`config.mk`:
```
export PLATFORM = sky130hd
export DESIGN_NAME = ins_encoder
export DESIGN_NICKNAME = d
export VERILOG_FILES = /design/src/rtl/mips_pkg.sv /design/src/rtl/ins_field_pack.sv /design/src/rtl/ins_encoder.sv
export SDC_FILE = /design/constraint.sdc
export NUM_CORES = 1
export LEC_CHECK = 0
export CAP_MARGIN = 20
export CORE_MARGIN = 2
export CORE_UTILIZATION = 27
export CTS_BUF_LIST = sky130_fd_sc_hd__clkbuf_8
export DETAILED_ROUTE_END_ITERATION = 10
export GPL_TIMING_DRIVEN = 0
export PLACE_DENSITY = 0.66
export SLEW_MARGIN = 25
export SYNTH_ARGS = -nofsm -noshare
export SYNTH_HDL_FRONTEND = slang
export SYNTH_SLANG_ARGS = --single-unit
```
`constraint.sdc`:
```
create_clock -name clk -period 1.48 [get_ports clk]
set_input_delay 0.296 -clock clk [delete_from_list [all_inputs] [get_ports clk]]
set_output_delay 0.296 -clock clk [all_outputs]
set_load 0.05 [all_outputs]
```
`src/rtl/mips_pkg.sv`:
```
// rtl/mips_pkg.sv - shared MIPS field encodings, opcode constants and bit positions
package mips_pkg;

  typedef enum logic [1:0] {
    FMT_R   = 2'd0,
    FMT_I   = 2'd1,
    FMT_J   = 2'd2,
    FMT_BAD = 2'd3
  } fmt_e;

  typedef enum logic {
    ST_LOAD = 1'b0,
    ST_DONE = 1'b1
  } ld_state_e;

  localparam logic [5:0] OP_RTYPE = 6'h00;
  localparam logic [5:0] OP_J     = 6'h02;
  localparam logic [5:0] OP_JAL   = 6'h03;

  localparam int OPCODE_LSB = 26;
  localparam int RS_LSB     = 21;
  localparam int RT_LSB     = 16;
  localparam int RD_LSB     = 11;
  localparam int SHAMT_LSB  = 6;

endpackage

```
`src/rtl/ins_field_pack.sv`:
```
// rtl/ins_field_pack.sv - combinational packing of decoded fields into a 32-bit word
module ins_field_pack
  import mips_pkg::*;
(
  input  logic [1:0]  fmt,
  input  logic [5:0]  opcode,
  input  logic [4:0]  rs,
  input  logic [4:0]  rt,
  input  logic [4:0]  rd,
  input  logic [4:0]  shamt,
  input  logic [5:0]  funct,
  input  logic [15:0] immediate,
  input  logic [25:0] address,
  output logic [31:0] word,
  output logic        legal
);

  fmt_e fmt_sel;
  assign fmt_sel = fmt_e'(fmt);

  always_comb begin
    word  = '0;
    legal = 1'b0;
    case (fmt_sel)
      FMT_R: begin
        // opcode field stays zero; the incoming opcode only gates legality
        word[RS_LSB +: 5]    = rs;
        word[RT_LSB +: 5]    = rt;
        word[RD_LSB +: 5]    = rd;
        word[SHAMT_LSB +: 5] = shamt;
        word[5:0]            = funct;
        legal                = (opcode == OP_RTYPE);
      end
      FMT_I: begin
        word[OPCODE_LSB +: 6] = opcode;
        word[RS_LSB +: 5]     = rs;
        word[RT_LSB +: 5]     = rt;
        word[15:0]            = immediate;
        legal                 = (opcode != OP_RTYPE) && (opcode != OP_J) && (opcode != OP_JAL);
      end
      FMT_J: begin
        word[OPCODE_LSB +: 6] = opcode;
        word[25:0]            = address;
        legal                 = (opcode == OP_J) || (opcode == OP_JAL);
      end
      default: begin
        word  = '0;
        legal = 1'b0;
      end
    endcase
  end

endmodule

```
`src/rtl/ins_encoder.sv`:
```
// rtl/ins_encoder.sv - loads packed instruction words into consecutive memory locations
module ins_encoder
  import mips_pkg::*;
#(
  parameter int          DEPTH_WORDS = 256,
  parameter logic [31:0] BASE_ADDR   = 32'h0000_0000
) (
  input  logic                               clk,
  input  logic                               rst,
  input  logic                               in_valid,
  output logic                               in_ready,
  input  logic [1:0]                         fmt,
  input  logic [5:0]                         opcode,
  input  logic [4:0]                         rs,
  input  logic [4:0]                         rt,
  input  logic [4:0]                         rd,
  input  logic [4:0]                         shamt,
  input  logic [5:0]                         funct,
  input  logic [15:0]                        immediate,
  input  logic [25:0]                        address,
  input  logic                               flush,
  output logic                               mem_we,
  output logic [31:0]                        mem_addr,
  output logic [31:0]                        mem_wdata,
  output logic [$clog2(DEPTH_WORDS+1)-1:0]   count,
  output logic                               done,
  output logic                               err
);

  localparam int            CW      = $clog2(DEPTH_WORDS + 1);
  localparam logic [CW-1:0] DEPTH_C = CW'(DEPTH_WORDS);
  localparam logic [CW-1:0] LAST_C  = CW'(DEPTH_WORDS - 1);

  ld_state_e   state_q, state_d;
  logic [31:0] word;
  logic        legal;
  logic        accept;
  logic        write;

  ins_field_pack u_pack (
    .fmt       (fmt),
    .opcode    (opcode),
    .rs        (rs),
    .rt        (rt),
    .rd        (rd),
    .shamt     (shamt),
    .funct     (funct),
    .immediate (immediate),
    .address   (address),
    .word      (word),
    .legal     (legal)
  );

  assign in_ready = !rst && (state_q == ST_LOAD) && (count < DEPTH_C);
  assign accept   = in_valid && in_ready;
  assign write    = accept && legal;
  assign done     = (state_q == ST_DONE);

  always_comb begin
    state_d = state_q;
    if (state_q == ST_LOAD) begin
      if (flush || (write && (count == LAST_C))) begin
        state_d = ST_DONE;
      end
    end
  end

  always_ff @(posedge clk or posedge rst) begin
    if (rst) begin
      state_q   <= ST_LOAD;
      mem_we    <= 1'b0;
      mem_addr  <= BASE_ADDR;
      mem_wdata <= '0;
      count     <= '0;
      err       <= 1'b0;
    end else begin
      state_q <= state_d;
      mem_we  <= write;
      // address index comes from count as it stood at acceptance
      if (write) begin
        mem_addr  <= BASE_ADDR + (32'(count) << 2);
        mem_wdata <= word;
        count     <= count + 1'b1;
      end
      if (accept && !legal) begin
        err <= 1'b1;
      end
    end
  end

endmodule
```
Word-level counts from Yosys, hierarchy flattened
Index checks and enable logic that the tools add are counted.
W data, S select, Z words.

cells by class
  muxes and demuxes = 5
  eq/ne operators = 7
  bitwise logic cells = 1
  reductions and logical operators = 16
  magnitude comparators = 1
  add/sub/neg operators = 1

operators with widths
  cell                   count
  $pmux W26 S3           1
  $eq A6 B2 Y1 const B   2
  $ne A6 B2 Y1 const B   2
  $add A9 B1 Y9 const B  1
  $eq A9 B8 Y1 const B   1
  $lt A9 B9 Y1 const B   1
  $logic_and A1 B1 Y1    8
  $logic_not A6 Y1       1
  $mux W6                1
  $reduce_bool A6 Y1     1
  $pmux W1 S3            1
  $eq A2 B1 Y1 const B   1
  $eq A2 B2 Y1 const B   1
  $logic_not A1 Y1       2
  $logic_not A2 Y1       1
  $logic_or A1 B1 Y1     2
  $mux W1                2
  $reduce_or A2 Y1       1
  $not A1 Y1             1

word-level totals
  output and inout port bits = 77
  flip-flop bits (word level) = 53
  input bits = 80
  word-level logic and storage cells = 37

Longest topological paths before layout
Gate-level depths: netlist of run 1.

  depth after elaboration = 9
  gate-level depth with buffers = 11
  mapped depth without buffers = 8

By module
A second synthesis of run 1 with hierarchy kept.

second synthesis, totals
  cells, all modules = 238
  area, all modules = 2989.1 um^2

by module, submodules not included
  module          instances  area each (um^2)  cells an instance
  ins_encoder     1          2443.6            155
  ins_field_pack  1          545.5             83

Worst setup path before layout of run 1
OpenSTA, ideal clock, no wires.

  path kind = flip-flop to flip-flop
  start point = register count[8]
  end point = register mem_addr[4]
  setup time = 120 ps
  stages on the path, launching flop included = 9
  path slack = -1432 ps
  arrival time = 2792 ps
  cell sequence = dfrtp_1 > nor3_1 > nand2_1 > a211o_1 > buf_6 > buf_6 > buf_2 > nand2_1 > nand2_1

on the way
  cells in the longest elaborated chain, start to end = 4

ends and longest elaborated chain
  item                    RTL line           text
  start, declared         ins_encoder.sv:25  output logic [$clog2(DEPTH_WORDS+1)-1:0] count,
  start signal, assigned  ins_encoder.sv:83  count <= count + 1'b1;
  $lt A9 B9 Y1            ins_encoder.sv:54  assign in_ready = !rst && (state_q == ST_LOAD) && (count < DEPTH_C);
  $logic_and A1 B1 Y1     ins_encoder.sv:54
  named net in_ready      ins_encoder.sv:11  output logic in_ready,
  $logic_and A1 B1 Y1     ins_encoder.sv:55  assign accept = in_valid && in_ready;
  $logic_and A1 B1 Y1     ins_encoder.sv:56  assign write = accept && legal;
  end signal, assigned    ins_encoder.sv:81  mem_addr <= BASE_ADDR + (32'(count) << 2);
  end, declared           ins_encoder.sv:23  output logic [31:0] mem_addr,

The timed path passes the listed nets, and every way through them passes these cells.
A chain may end at the register's enable or synchronous reset.

Worst setup path after layout of run 1
  start point = register count[8]
  end point = register mem_addr[3]

on the way
  cells in the longest elaborated chain, start to end = 4

ends and longest elaborated chain
  item                 RTL line
  $lt A9 B9 Y1         ins_encoder.sv:54
  $logic_and A1 B1 Y1  ins_encoder.sv:54
  $logic_and A1 B1 Y1  ins_encoder.sv:55
  $logic_and A1 B1 Y1  ins_encoder.sv:56

No other way between the ends.

==> impl_results.md, run 1 <==
- Final Hold Fails: 0
- IO Port Bufs: approximately 130
- Synth top cells by count: nand2_1 (69), dfrtp_1 (53), o21ai_0 (32), buf_4 (23), a222oi_1 (16)
- Post-Place Worst Slack: -1.072 ns
- Crit-path max FO: 10
- Overflow left after global routing: 0
- CTS sink count: 53
- Vias in the first global route: approximately 2600
- Critical Path End Type: flip-flop
- Post-synth top flop: dfrtp_1
- F_max: approximately 0.60 GHz
- Total track usage: between 15 and 20%
- CTS Buf Count: 5
- Routed WL per cell: between 10 and 15 µm
- Mapped cell area: ~2600 µm²
- Final worst-path cycle share: 113.1%
- PwrDens: 702.5 nW/µm²
- Worst R2R Path Depth: 8
- I/O Pins: around 160
- First-pass GRT wire length: 12720 µm
- Cell taking the most area after synthesis: dfrtp_1
- Async SR Flop Fraction: between 90% and 100%
- Failing checks: setup timing
- Routed vias/inst: approximately 4.5
- H-tree levels: 2
- Hold_buf cts: 0
- Max-cap check violation count: 0
- Critical Path Source: count[8]
- Tmin final: ~1.7 ns
- Post-DP HPWL: 6121 µm
- Yosys top cell area share: approximately half
- Sequential power share: between 40% and 50%
- Avg Cell Area, Syn: between 9 and 10 µm²
- Cells after Synth: between 200 and 300
- Flops & latches, synth: between 50 and 60
- Starting Density: about 28%
- Initial antenna violation count: 0
- Clk network pwr share: between 30% and 40%
- Area delta synth->final: 72.64%
- Worst Hold Class: primary input to async pin
- Synthesis Warnings: 0
- Critical Path Source Type: flip-flop
- Count leader, synth: nand2_1
- Final setup vio count: 52
- Crit Path Class: flip-flop to flip-flop
- # rows: 35
- Final worst slack: -0.1931 ns
- Unique masters post-synth: 31
- Slew margin rel.: 55.78%
- TritonCTS clock tree: built
- Largest net degree at the start of global routing: 29
- Worst-path clk slew: about 0.1 ns
- RSZ-0062 raised after global routing: true
- Proportion of layout cells with a drive suffix above 1: approximately a third
- DRC viols: 0
- Max IR drop VDD: 0.3625 mV
- Initial DRC Count: roughly 100
- Clk_skew: between 0.005 and 0.006 ns
- Slew @ Worst Pin: 0.6619 ns
- Core area: 9284 µm²
- Routability congestion estimate: ~0.75
- Setup TNS: -7.113 ns
- Lkg Pwr: around 2.2 nW
- Switch Pwr: around 860 µW
- Total wire length: about 8300 µm
- Critical Path Sink: mem_addr[3]
- Fillcell total: 921
- Antenna-violating nets left: 0
- Switching share of power: 27.42%
- Status: complete, but fails checks
- DP Cell Count: roughly 550
- Skew-Pair Late Insertion Delay: roughly 0.31 ns
- Total power: between 3 and 4 mW
- Top cells by area, synth: dfrtp_1 (51%), nand2_1 (10%), buf_4 (6.7%)
- Arr. time, crit path: 1.88 ns
- Worst R2R Start: count[8]
- Reg2reg setup slack: -0.19 ns
- ANT cells: 0
- Die footprint: 10400 µm²
- Req. time, crit path: between 1.5 and 2 ns
- Count of pins over their slew limit: 0
- Sequential area share after synthesis: between 50% and 60%
- Total number of vias: around 2600
- Final nets: between 500 and 600
- Combinational power share: about a fifth
- Drt first pass iters: 5
- Die X: between 100 and 150 µm
- Root buffer cell: clkbuf_8
- Die Y: between 100 and 150 µm
- Critical R2R Capture: mem_addr[3]
- EDFF count, synth: 0
- Non-Filler Instances: roughly 570
- Clk buf depth: 2
- Power Internal: 2.282 mW
==> timing repair <==
action | CTS | global route
setup buffers | 11 | 0
endpoints found under the setup margin | 107 | 80
gates resized for setup | 222 | 40
pin swaps | 16 | 2
cloned | 3 | 1
==> layer usage <==
layer  vias to the layer above  share of wire, %  wire [µm]  track usage (%)
li1                       1236                 -          -                -
met1                      1218                40       3372            18.07
met2                       109                49       4058            28.95
met3                         9               9.7        810            4.651
met4                         0               1.0         85            2.872
met5                         -                 0          0                0
==> placed cells by master, fill, tap and decap left out, types with 4 or more instances in the layout <==
cell type,netlist,final
buf_4,23,34
buf_2,6,11
clkdlybuf4s50_1,0,70
a222oi_1,16,16
clkdlybuf4s15_2,0,23
dfrtp_1,53,51
buf_6,2,10
clkbuf_1,9,4
clkbuf_8,0,5
nand2_2,0,5
xor2_1,4,4
nand2_1,69,64
o21ai_0,32,19
ha_1,6,5
o21ai_1,1,12
conb_1,1,23
clkbuf_2,0,21
a22oi_1,10,10
==> worst min-delay path by stage <==
stage | startpoint | end | slack, ns
6_report | rst | count[8] | 0.16
5_1_grt | rst | count[4] | 0.21
4_1_cts | opcode[3] | mem_wdata[29] | 0.24
3_5_place_dp | mem_addr[5] | mem_addr[5] | 0.45
3_3_place_gp | mem_addr[6] | mem_addr[6] | 0.45
2_1_floorplan | rst | count[0] | 0.36
==> registers in the layout, summed over array words and instances (netlist names) <==
signal     cells
mem_wdata     32
done           1
mem_we         1
mem_addr       9
err            1
count          9
==> power by group through the flow <==
stage	Clock, mW	Combinational [mW]	Sequential [mW]
global route	1.09	0.716	1.48
floorplan	0	0.298	1.55
global placement	0	0.641	1.50
detailed placement	0	0.653	1.50
CTS	1.04	0.674	1.47
finish	1.00	0.669	1.47
==> through the flow <==
step	area [µm²]	util, %	hold slack [ns]
floorplan	2713	-	0.3574
global placement	4205	45.30	0.4520
detailed placement	4225	45.51	0.4546
CTS	4577	49.30	0.2434
global route	4476	48.21	0.2082
finish	4476	48.21	0.1569
==> cells by family after synthesis <==
kind of cell             synth area share (%)
AND/OR/NAND/NOR                         15.25
AO/OA/AOI/OAI                           17.33
flip-flops                              51.16
buffers and inverters                   10.86
XOR/XNOR                                2.365
adder cells (fa/ha/maj)                 2.896
other                                  0.1446
==> layout make-up <==
type,count,area (µm²),share of cell area (%)
buffer,41,370.4,8.275
clock buffer,5,68.82,1.538
clock inverter,3,42.54,0.9505
inverter,5,27.53,0.6150
multi-input combinational,187,1107,24.74
sequential,53,1329,29.69
tap,129,161.4,3.606
timing repair buffer,149,1369,30.58
==> critical path, cell delays in order, from the launching register on <==
cell and delay (ns):
dfrtp_2 0.45, nor3_4 0.22, nand2_2 0.09, a211o_1 0.27, buf_6 0.15, buf_12 0.14, buf_8 0.13, nand2_1 0.07
nand2_1 0.05
No activity file was read; power rests on OpenSTA's default activity.
==> run 2: changes to the inputs <==
--- a/config.mk
+++ b/config.mk
@@ -11,6 +11,7 @@
 export CTS_BUF_LIST = sky130_fd_sc_hd__clkbuf_8
 export DETAILED_ROUTE_END_ITERATION = 10
 export GPL_TIMING_DRIVEN = 0
+export HOLD_SLACK_MARGIN = 0.15
 export PLACE_DENSITY = 0.66
 export SLEW_MARGIN = 25
 export SYNTH_ARGS = -nofsm -noshare
==> results of run 2 <==
Same layout as run 1: the final DEF is identical, and so are final timing and power.
